### config.mk
export PLATFORM = sky130hd
export DESIGN_NAME = axi_rd_arbiter
export DESIGN_NICKNAME = d
export VERILOG_FILES = /design/src/rtl/axi_rd_arbiter.sv
export SDC_FILE = /design/constraint.sdc
export NUM_CORES = 1
export LEC_CHECK = 0
export CORE_AREA = 3 3 218 220
export CTS_CLUSTER_DIAMETER = 120
export DETAILED_ROUTE_END_ITERATION = 12
export DIE_AREA = 0 0 221 223
export PLACE_DENSITY_LB_ADDON = 0.05
export SYNTH_ARGS = -nofsm -noshare
export SYNTH_HDL_FRONTEND = slang
export SYNTH_SLANG_ARGS = --single-unit
### constraint.sdc
create_clock -name clk -period 1.8 [get_ports clk]
set_input_delay 0.27 -clock clk [delete_from_list [all_inputs] [get_ports clk]]
set_output_delay 0.27 -clock clk [all_outputs]
set_load 0.02 [all_outputs]
### src/rtl/axi_rd_arbiter.sv
// 2:1 AXI4 read-channel arbiter, one burst in flight at a time.
// Round-robin grant is held from AR acceptance until the RLAST beat.
module axi_rd_arbiter #(
    parameter int ID_WIDTH   = 6,
    parameter int ADDR_WIDTH = 32,
    parameter int DATA_WIDTH = 128
) (
    input  logic                    clk,
    input  logic                    rst,
    input  logic [2*ID_WIDTH-1:0]   s_arid,
    input  logic [2*ADDR_WIDTH-1:0] s_araddr,
    input  logic [15:0]             s_arlen,
    input  logic [1:0]              s_arvalid,
    output logic [1:0]              s_arready,
    output logic [2*ID_WIDTH-1:0]   s_rid,
    output logic [2*DATA_WIDTH-1:0] s_rdata,
    output logic [3:0]              s_rresp,
    output logic [1:0]              s_rlast,
    output logic [1:0]              s_rvalid,
    input  logic [1:0]              s_rready,
    output logic [ID_WIDTH-1:0]     m_arid,
    output logic [ADDR_WIDTH-1:0]   m_araddr,
    output logic [7:0]              m_arlen,
    output logic [2:0]              m_arsize,
    output logic [1:0]              m_arburst,
    output logic                    m_arvalid,
    input  logic                    m_arready,
    input  logic [DATA_WIDTH-1:0]   m_rdata,
    input  logic [1:0]              m_rresp,
    input  logic                    m_rlast,
    input  logic                    m_rvalid,
    output logic                    m_rready,
    output logic                    grant,
    output logic                    busy,
    output logic                    err_len
);

    typedef enum logic [1:0] {IDLE, ADDR, DATA} state_t;

    state_t                state_q, state_d;
    logic                  grant_q, grant_d;
    logic                  last_q, last_d;
    logic [7:0]            beats_q, beats_d;
    logic [ID_WIDTH-1:0]   id_q, id_d;
    logic                  err_len_q, err_len_d;
    logic                  busy_q, busy_d;

    logic [ID_WIDTH-1:0]   sel_id;
    logic [ADDR_WIDTH-1:0] sel_addr;
    logic [7:0]            sel_len;
    logic                  sel_arvalid;
    logic                  beat;

    // Request fields of the currently granted requester.
    always_comb begin
        sel_id      = grant_q ? s_arid[ID_WIDTH +: ID_WIDTH]       : s_arid[0 +: ID_WIDTH];
        sel_addr    = grant_q ? s_araddr[ADDR_WIDTH +: ADDR_WIDTH] : s_araddr[0 +: ADDR_WIDTH];
        sel_len     = grant_q ? s_arlen[8 +: 8]                    : s_arlen[0 +: 8];
        sel_arvalid = s_arvalid[grant_q];
    end

    // Handshake routing, decoded from state so IDLE never passes s_* to m_*.
    always_comb begin
        m_arvalid = 1'b0;
        m_arid    = '0;
        m_araddr  = '0;
        m_arlen   = '0;
        s_arready = 2'b00;
        m_rready  = 1'b0;
        s_rvalid  = 2'b00;
        if (state_q == ADDR) begin
            m_arvalid          = sel_arvalid;
            m_arid             = sel_id;
            m_araddr           = sel_addr;
            m_arlen            = sel_len;
            s_arready[grant_q] = m_arready;
        end
        if (state_q == DATA) begin
            m_rready          = s_rready[grant_q];
            s_rvalid[grant_q] = m_rvalid;
        end
    end

    assign m_arsize  = 3'($clog2(DATA_WIDTH / 8));
    assign m_arburst = 2'b01;
    assign s_rdata   = {2{m_rdata}};
    assign s_rresp   = {2{m_rresp}};
    assign s_rlast   = {2{m_rlast}};
    assign s_rid     = {2{id_q}};
    assign grant     = grant_q;
    assign busy      = busy_q;
    assign err_len   = err_len_q;
    assign beat      = m_rvalid & m_rready;

    // Next-state: round-robin pick in IDLE, capture on AR, count beats in DATA.
    always_comb begin
        state_d   = state_q;
        grant_d   = grant_q;
        last_d    = last_q;
        beats_d   = beats_q;
        id_d      = id_q;
        err_len_d = err_len_q;
        case (state_q)
            IDLE: begin
                if (|s_arvalid) begin
                    // Both pending: take the one not served last time.
                    grant_d = (&s_arvalid) ? ~last_q : s_arvalid[1];
                    state_d = ADDR;
                end
            end
            ADDR: begin
                if (m_arvalid && m_arready) begin
                    beats_d = sel_len;
                    id_d    = sel_id;
                    state_d = DATA;
                end
            end
            DATA: begin
                if (beat) begin
                    beats_d = beats_q - 8'd1;
                    // RLAST must coincide with the final counted beat.
                    if (m_rlast != (beats_q == 8'd0))
                        err_len_d = 1'b1;
                    if (m_rlast) begin
                        state_d = IDLE;
                        last_d  = grant_q;
                    end
                end
            end
            default: state_d = IDLE;
        endcase
        busy_d = (state_d != IDLE);
    end

    // State registers with synchronous reset; a burst in flight is abandoned.
    always_ff @(posedge clk) begin
        if (rst) begin
            state_q   <= IDLE;
            grant_q   <= 1'b0;
            last_q    <= 1'b1;
            beats_q   <= '0;
            id_q      <= '0;
            err_len_q <= 1'b0;
            busy_q    <= 1'b0;
        end else begin
            state_q   <= state_d;
            grant_q   <= grant_d;
            last_q    <= last_d;
            beats_q   <= beats_d;
            id_q      <= id_d;
            err_len_q <= err_len_d;
            busy_q    <= busy_d;
        end
    end

endmodule

==> Word level (Yosys, flattened, before mapping) <==
Cells that the tools add are included.
{ "classes": {"n_bitwise": 4, "eq_ne": 5, "magnitude_cmp": 2, "n_addsub": 1, "n_mux": 25, "n_reduce_logical": 13} }
{ "ops": {"columns": ["operator", "n"], "rows": [
  ["$mux 32", 2],
  ["$mux 8", 4],
  ["$pmux 8 s2", 1],
  ["$mux 2", 6],
  ["$mux 6", 2],
  ["$reduce_and 3->1", 3],
  ["$logic_not 8->1", 1],
  ["$mux 1", 8],
  ["$sub 8x1->8 const B", 1],
  ["$pmux 2 s3", 1],
  ["$reduce_and 2->1", 3],
  ["$and 2x2->2", 2],
  ["$reduce_bool 2->1", 2],
  ["$eq 2x1->1 const B", 1],
  ["$eq 2x2->1 const B", 1],
  ["$logic_and 1x1->1", 2],
  ["$logic_not 2->1", 1],
  ["$lt 1x2->1 const B", 1],
  ["$ne 2x1->1 const B", 1],
  ["$ne 2x2->1 const B", 1],
  ["$reduce_or 2->1", 1],
  ["$and 1x1->1", 1],
  ["$demux 1 s1", 1],
  ["$ge 1x1->1 const B", 1],
  ["2 further kinds", 2]
]} }
{ "totals": {"reg_bits": 20, "inputBits": 231} }

==> Depth between registers and ports, before layout <==
{ "depth": {"depth_word": 7, "depth_mapped": 6} }

==> Least setup slack after synthesis <==
Ideal clock, no wire load.
{ "synth_path": {"path_type": "reg-to-output", "start": "register grant_q, in the netlist grant", "end": "output port m_araddr[10]", "t_required_ps": 1530, "arrival_time_ps": 1585, "slack_ps": -55, "path_stages_with_launch": 6, "cell_sequence": "dfxtp_1 > buf_2 > buf_2 > buf_2 > mux2i_1 > nor2_1"} }
{ "synth_between": {"elab_chain_cells": 2} }
{ "synth_lines": {"columns": ["element", "line", "source"], "rows": [
  ["start: declaration", "41", "logic grant_q, grant_d;"],
  ["start signal: assignment", "147", "grant_q <= grant_d;"],
  ["$mux 32", "57", "sel_addr = grant_q ? s_araddr[ADDR_WIDTH +: ADDR_WIDTH] : s_araddr[0 +: ADDR_WIDTH];"],
  ["$mux 32", "71", "if (state_q == ADDR) begin"],
  ["end: declaration", "22", "output logic [ADDR_WIDTH-1:0] m_araddr,"]
]} }
No other way between the ends.

==> Worst setup path after layout <==
{ "layout_path": {"start": "register grant_q, in the netlist grant", "end": "output port m_araddr[2]"} }
The elaborated chain is that of the path after synthesis.

==> run metrics <==
status complete, but fails checks; failing checks setup timing; vias in the first global route approximately 3000; RSZ-0062 raised after global routing yes; WHS around 0.48 ns; Clock Path Buffers 2; CTS tree yes; initial DRC count 70; f_max 0.551 GHz; chip height 223 µm; Pleak approximately 1.7 nW; Root Buffer clkbuf_16; Row Count 78; Cell Pwr Density 505 mW/mm²; layout cells sized above 1 0.337; drt drc 0; synth warn 0; Mapped Cells between 500 and 600; final setup fails 1; post-synthesis cell area approximately 0.0038 mm²; global-route wire length before repair 22.9 mm; Syn Area/Cell 7.40 µm²; total congestion overflow 0; clk slew on worst S/H paths approximately 0.070 ns; Max-Cap Viols 0; Worst EP arrival approximately 1.6 ns; critical setup path kind reg2out; CP required 1.53 ns; most common cell after layout, fill and taps aside clkdlybuf4s50_1; crit-path max FO 6; drt via density about 2.7; P_int approximately 1.6 mW; num ports around 570; post-synth top area cell buf_4; final WL 16.5 mm; Via Count around 2800; setup TNS -0.0163 ns; Fillers approximately 5300; Die Area between 0.04 and 0.05 mm²; Met3 Routed Length 1.94 mm; sw frac 0.363; CTS sink cnt 20; Area contributors post-synth buf_4, mux2i_1, dfxtp_1, nor2_1, o21ai_0; DR WL/cell around 16 µm; commonest cells after routing, fill and taps aside clkdlybuf4s50_1, nor2_1, buf_4; Cell variety after synth 35; clock power share 0.281; Async SR Flop Fraction 0; share of the synthesized area in the top cell type 0.542; Post-DRT Antenna Nets 0; reg2reg start grant; Flop pwr share 0.199; antenna violations before repair 0; WL met1 around 5.8 mm; Tot Pwr approximately 2.5 mW; DR pass1 iterations 4; CP Capture Type output port; Tmin final ~1.8 ns; Worst Setup Start Kind register; Pins Over Slew Limit 0; Worst R2R Path Depth 7; count of state elements after synthesis 20; Starting Density 0.0831; Die W roughly 220 µm; WL met2 between 7 and 8 mm; WHS Path Cells 2; Main synth FF type dfxtp_1; number of synthesized flops with an enable pin 0; clock skew slightly above 0.004 ns; final instance area 0.00487 mm²; Tot GR Track Use 0.0631; worst flop-to-flop path endpoint beats_q[2]; highest metal used met5; I/O Buffers ~170; Final Cycle Share 1.01; fin worst setup slack -0.0163 ns; Hold WC Path Type reg2reg; P&R area growth vs syn 28.8%; R2R setup slack around 0.090 ns; post-route core utilization 0.107; CORE AREA between 0.04 and 0.05 mm²; Post-Place Cell Area 0.00456 mm²; routability cong. about 0.7; largest net degree at the start of global routing 33; # hold bufs at CTS 0; nets@finish 682; clock latency on the worst-skew pair ~0.27 ns; CTS Buf Count 3; maximum vdd drop around 250 µV; Comb power frac 0.521; Hold Violations, Final 0; H-tree levels 1; hold wc startpoint beats_q[6]; Seq/Total Area, Yosys 0.106; net switching power between 800 and 900 µW; WHS Endpoint beats_q[6]; detailed placement HPWL around 14 mm
registers in the layout (all words and copies together) (netlist names):
register	cells
busy	1
last_q	1
state_q	2
beats_q	8
id_q	6
grant	1
err_len	1
routing by layer:
metal | vias up | global-route usage
met2 | 255 | 0.110
li1 | 1247 | -
met3 | 73 | 0.0317
met5 | - | 0.00978
met1 | 1226 | 0.0626
met4 | 2 | 0.0285
layout make-up:
class | count | area (µm²) | share of cell area
Multi-Input combinational cell | 200 | 1540 | 0.317
Inverter | 4 | 15.0 | 0.00308
Antenna cell | 1 | 2.50 | 0.000514
Tap cell | 600 | 751 | 0.154
Clock buffer | 3 | 75.1 | 0.0154
Sequential cell | 20 | 404 | 0.0830
Clock inverter | 1 | 30.0 | 0.00617
Timing Repair Buffer | 220 | 2050 | 0.421
critical path: stages (launching register included):
cell and delay (ns):
dfxtp_4 0.39, buf_12 0.15, buf_6 0.11, buf_8 0.12, mux2i_4 0.25, nor2_1 0.08
buf_4 0.17
through the flow:
step                      instances  setup WS, ns
final                          1049       -0.0163
after CTS                      1046       -0.0854
after detailed placement       1038        -0.262
after global placement         1038        -0.290
after floorplan                 514       -0.0552
after global routing           1048       -0.0731
power groups by stage:
stage / clock network [mW] / logic, mW / registers, mW
after CTS: 0.718 / 1.30 / 0.490
final: 0.690 / 1.28 / 0.489
after detailed placement: 0 / 1.26 / 0.499
after global placement: 0 / 1.28 / 0.499
after floorplan: 0 / 1.36 / 0.510
after global routing: 0.732 / 1.38 / 0.493
how the worst max path moves through the flow:
stage / cells after the start / end / start / slack (ns)
floorplan: 5 / m_araddr[22] / grant / -0.06
global placement: 5 / m_arlen[3] / s_arlen[11] / -0.29
detailed placement: 5 / m_arlen[3] / s_arlen[11] / -0.26
CTS: 4 / m_arlen[1] / grant / -0.09
global route: 4 / m_arlen[2] / grant / -0.07
finish: 6 / m_araddr[2] / grant / -0.02
logic make-up after synthesis:
group,Yosys count,share of synthesized area
xor+xnor,1,0.00232
mux,49,0.130
simple gates,104,0.123
fa+ha+maj,2,0.00662
other cells,2,0.00199
compound gates,39,0.0649
flops,20,0.106
buf+inv,294,0.565
synthesized netlist by cell type (2+ instances only):
cell / number
clkbuf_1: 9
nor3_1: 6
nand3b_1: 2
dfxtp_1: 20
nand2_1: 6
nor2_1: 75
inv_1: 4
nand3_1: 2
conb_1: 2
buf_2: 7
a21oi_1: 11
o21ai_0: 13
ha_1: 2
buf_4: 273
mux2i_1: 48
nand2b_1: 4
nor4_1: 3
a211oi_1: 7
what timing repair did:
action	CTS	global route
setup endpoints to repair	56	43
resized for setup	133	38
buffers inserted	5	2
pin swaps	0	2
Power figures use the tool's default switching activity.
